[src/rtl/light_dwell_counter.sv]
// Saturating dwell counter for the sequence checker.
// Ports:
//   clk, rst      : clock, synchronous active-high reset (count -> 0)
//   clear_to_one  : load 1 (first sample of a new phase); wins over inc
//   inc           : count up, saturating at MAX_DWELL
//   count         : current dwell value
//   at_max        : the next increment lands on (or stays at) MAX_DWELL
module light_dwell_counter #(
    parameter int MAX_DWELL = 60,
    parameter int W         = $clog2(MAX_DWELL + 1)
) (
    input  logic         clk,
    input  logic         rst,
    input  logic         clear_to_one,
    input  logic         inc,
    output logic [W-1:0] count,
    output logic         at_max
);

    localparam logic [W-1:0] CNT_MAX = W'(MAX_DWELL);

    // Flagging one step early lets the owner raise the timeout on the very
    // edge at which dwell reaches MAX_DWELL, without an extra cycle of latency.
    assign at_max = (count >= CNT_MAX - W'(1));

    always_ff @(posedge clk) begin
        if (rst) begin
            count <= '0;
        end else if (clear_to_one) begin
            count <= W'(1);
        end else if (inc && (count != CNT_MAX)) begin
            count <= count + W'(1);
        end
    end

endmodule

[config.mk]
export PLATFORM = sky130hd
export DESIGN_NAME = light_dwell_counter
export DESIGN_NICKNAME = d
export VERILOG_FILES = /design/src/rtl/light_dwell_counter.sv
export SDC_FILE = /design/constraint.sdc
export NUM_CORES = 1
export LEC_CHECK = 0
export ABC_AREA = 1
export BUFFER_PORTS_ARGS = -buffer_cell sky130_fd_sc_hd__clkbuf_2
export CAP_MARGIN = 20
export CORE_AREA = 4 4 41 43
export DETAILED_ROUTE_END_ITERATION = 7
export DIE_AREA = 0 0 45 47
export GPL_TIMING_DRIVEN = 0
export PLACE_DENSITY = 0.6
export SYNTH_ARGS = -nofsm -noshare
export SYNTH_HDL_FRONTEND = slang
export SYNTH_SLANG_ARGS = --single-unit
[constraint.sdc]
create_clock -name clk -period 3.6 [get_ports clk]
set_clock_uncertainty 0.15 [all_clocks]
set_input_delay 0.18 -clock clk [delete_from_list [all_inputs] [get_ports clk]]
set_output_delay 0.18 -clock clk [all_outputs]
set_load 0.01 [all_outputs]
# Word level (Yosys, flattened, before mapping)
# Cells that the tools add are included.
# totals
reg_bits	6
inputBits	4
out_inout_bits	7
elab_cells	10
# op_classes
addsub	1
magnitude_cmp	1
n_eq_ne	1
n_mux	2
reduce_logical	3
# ops
op	count
6-bit by 1-bit adder with 6-bit output, second input constant	1
6-bit >= comparator, second input constant	1
6-bit != test, second input constant	1
1-bit 2-to-1 mux	2
2-bit nonzero test	1
2-bit OR reduction	1
1-bit logical AND	1

# Logic depth before layout (Yosys ltp)
# depth
word_depth	4
depth_mapped	9
depth_no_buf	9

# Worst setup path after synthesis
# OpenSTA, ideal clock, no wires.
# synth_timing
path_type	register -> register
startpoint	reg count[0]
endpoint	reg count[3]
setup_time_ns	0.070
arrival_time_ns	1.132
required_ns	3.380
slack_ns	2.248
path_stages_with_launch	8
n_path_buf	0
period_less_slack_ns	1.352
cell_sequence	dfxtp_1 inv_1 ha_1 nand3_1 o21bai_4 inv_1 nand2_1 a21oi_1
# synth_via
elab_chain_len	2
elab_cells_between_ends	3
classes_between	add/sub (1); eq/ne (1); reduce/logical (1)
# synth_rtl
element	line	text
start: declaration	16	output logic [W-1:0] count,
start signal: assignment	32	count <= count + W'(1);
parallel branches: the longest is 2 deep, another holds 6-bit by 1-bit adder with 6-bit output	n/a	
# Parallel ways; which one is timed is not known.
# A chain may end at the register's enable or synchronous reset.

# Worst setup path after layout
# layout_timing
startpoint	reg count[1]
endpoint	out at_max
# layout_via
elab_chain_len	1
# layout_rtl
element	line	text
6-bit >= comparator	24	assign at_max = (count >= CNT_MAX - W'(1));
end: declaration	17	output logic at_max
# Every way passes these cells.

==> out/qor.log <==
INFO  critical_path  end_kind=output port
INFO  finish         filler_cell_count=152
INFO  worst_hold_path hp-start=rst
INFO  critical_path  r2r_start=count[0]
INFO  placed_design  placed_area=448um2
INFO  sta            tightestPinTransition=224ps
INFO  finish         layout_overhead_on_the_synthesized_area=24.1%
INFO  floorplanning  core_area=1300um2
INFO  floorplanning  floorplan.io_pins=11
INFO  critical_path  path_delay_family=flip-flops
INFO  route          via_per_inst=4.49
INFO  sta            min_period_over_period=0.444
INFO  sta            max-slew-margin-rel=0.850
INFO  global_routing antenna_found_initial=0
INFO  clocking       path_clk_slew=40ps
INFO  finish         antenna-diode-count=0
INFO  floorplanning  floorplan.die_area=2120um2
INFO  clocking       clock_insertion_delay_worst_skew=240ps
INFO  route          drt_first_pass_iters=4
INFO  sta            postLayoutSetupSlackWorst=2000ps
INFO  yosys          synthesis.nets=64
INFO  yosys          synth.top_cells.by_area=dfxtp_1 (32%), nand2_1 (17%), inv_1 (11%)
INFO  finish         layout.cells.non_filler=86
INFO  yosys          yosysSeqAreaShare=0.317
INFO  yosys          post_synth_instance_area=379um2
INFO  critical_path  startpoint=count[1]
INFO  clocking       cts.htree.levels=1
INFO  finish         drive_above_1_share=0.211
INFO  critical_path  setup.worst_path.start_class=flop
INFO  job            max_cap_violations=0
INFO  critical_path  cp_data_arrival_time=1270ps
INFO  clocking       clock-root-buffer=clkbuf_4
INFO  floorplanning  initial_core_utilization=0.291
INFO  sta            rsz0062_at_grt=no
INFO  critical_path  critical-path-slowest-cell=dfxtp_1
INFO  power_and_ir_drop worst_ir_drop_vdd=0.212mV
INFO  yosys          syn_avg_cell_area=6.54um2
INFO  route          dr_total_vias=386
INFO  yosys          ys_seq_elements=6
INFO  placed_design  pre_cts_slack=2170ps
INFO  clocking       cts_made_buffers=3
INFO  critical_path  crit_path_cell_trace=ha_1 -> nand2_1 -> a21oi_1 -> clkbuf_2
INFO  yosys          post-synth-top-area-cell=dfxtp_1
INFO  sta            finalSetupViolations=0
INFO  sta            max_clock_freq=626MHz
INFO  yosys          ys_warn_count=0
INFO  yosys          post_synthesis_cell_type_count=14
INFO  finish         largest_register_ff_count=6
INFO  sta            totalNegativeSetupSlack=0ps
INFO  finish         reg_top3=count x6
INFO  global_routing number_of_global_route_vias_before_repair=320
INFO  yosys          syn-instance-count=58
INFO  clocking       cts_sinks=6
INFO  critical_path  required=3270ps
INFO  placed_design  gp_congestion=0.758
INFO  power_and_ir_drop power_leakage=0.000236uW
INFO  route          drt_drc_violations_left=0
INFO  clocking       postCtsResizedCells=0
INFO  status         run_status=finished, final reports clean
INFO  floorplanning  chipWidth=45um
INFO  critical_path  critPathMaxStageDelay=390ps
INFO  worst_hold_path holdCritPathClass=in -> reg
INFO  finish         layout_commonest_cell=nand2_1
INFO  route          wl_per_cell=9.40um
INFO  critical_path  timing.critical_path.buf_inv=1
INFO  floorplanning  num_rows=13
INFO  sta            worst_hold_slack=38.6ps
INFO  finish         regMostFlops=count
INFO  placed_design  dp_hpwl=636um
INFO  sta            timing.final.max_slew_violations=0
INFO  global_routing largest_net_degree_at_the_start_of_global_routing=8
INFO  finish         layout.cells.most_common_list=nand2_1 (17), inv_1 (11), clkbuf_2 (10), nor2_1 (6), dfxtp_1 (6)
INFO  clocking       tritoncts=done
INFO  clocking       postCtsSetupRepairBufs=0
INFO  sta            final-hold-violation-count=0
INFO  route          drtIter0Drc=15
INFO  finish         stdcell_area=470um2
INFO  clocking       cts_hold_buffers=0
INFO  placed_design  place_inst=83
INFO  floorplanning  floorplan.die.height=47um
INFO  route          detail_route.wirelength=808um
INFO  critical_path  timing.setup.critical_path_class=reg -> out
INFO  power_and_ir_drop power_density=311nW/um2
INFO  global_routing grt_util_all_layers=0.0911
INFO  clocking       ctsLongestPathBuffers=2
INFO  route          ant_nets=0
INFO  global_routing grt_first_pass_wirelength=1350um
INFO  yosys          synth_top_area_share=0.317
INFO  global_routing grt_remaining_overflow=0
INFO  finish         total_number_of_nets_in_the_final_design=79
INFO  sta            layout_min_cycle_time=1600ps
INFO  placed_design  port-buffer-count=10
INFO  critical_path  critPathMaxFanout=5
-- metrics by stage --
stage / utilization / total power [uW]
3_3_place_gp: 0.344 / 86.1
6_report: 0.362 / 146
2_1_floorplan: - / 80.5
4_1_cts: 0.362 / 150
5_1_grt: 0.362 / 157
3_5_place_dp: 0.344 / 86.8
-- cells in the mapped netlist (all sizes together) --
| master | n |
|---|---|
| nand2 | 18 |
| o21bai | 1 |
| nand4 | 1 |
| a21oi | 4 |
| nand3b | 1 |
| o21ai | 1 |
| nor2 | 6 |
| inv | 11 |
| ha | 2 |
| xnor2 | 1 |
| xor2 | 1 |
| nand3 | 5 |
| dfxtp | 6 |
-- cell families (layout without fill, tap and decap cells) --
| family | count (synthesis) | after routing | share of synthesized area |
|---|---|---|---|
| xor+xnor | 2 | 2 | 0.0462 |
| buf+inv | 11 | 24 | 0.109 |
| flops | 6 | 6 | 0.317 |
| fa+ha+maj | 2 | 2 | 0.0660 |
| compound gates | 6 | 6 | 0.116 |
| simple gates | 31 | 31 | 0.347 |
-- worst register-to-register path: stages (launching register included) --
cell      delay [ps]
dfxtp_1          340
inv_1             90
ha_1             180
nand3_1          120
o21bai_4         190
inv_1            110
nor2_1            90
nor2_1            50
-- final cells by class --
| type | count | area [um2] | share of cell area |
|---|---|---|---|
| Multi-Input combinational cell | 41 | 218 | 0.463 |
| Sequential cell | 6 | 120 | 0.255 |
| Timing Repair Buffer | 10 | 50.0 | 0.106 |
| Inverter | 11 | 41.3 | 0.0878 |
| Clock buffer | 3 | 22.5 | 0.0479 |
| Tap cell | 15 | 18.8 | 0.0399 |
-- worst paths after layout --
path	to	slack (ps)	cells past startpoint
setup / recovery	at_max	2000	4
hold / removal	count[0]	40	4
setup reg to reg	count[1]	2170	7
hold reg to reg	count[1]	400	2
-- report_power, final --
group / switching (uW) / leakage, uW / internal, uW
clock: 23.0 / 0.0000138 / 37.6
combinational: 8.95 / 0.000173 / 6.58
sequential: 1.83 / 0.0000488 / 68.2
total: 33.8 / 0.000236 / 112
-- layer usage --
| metal | routed length (um) | up-vias | GRT usage |
|---|---|---|---|
| met5 | 0 | - | 0 |
| li1 | - | 208 | - |
| met1 | 349 | 168 | 0.103 |
| met3 | 74 | 0 | 0.0651 |
| met4 | 0 | 0 | 0.0175 |
| met2 | 384 | 10 | 0.141 |
Power figures use the tool's default switching activity.
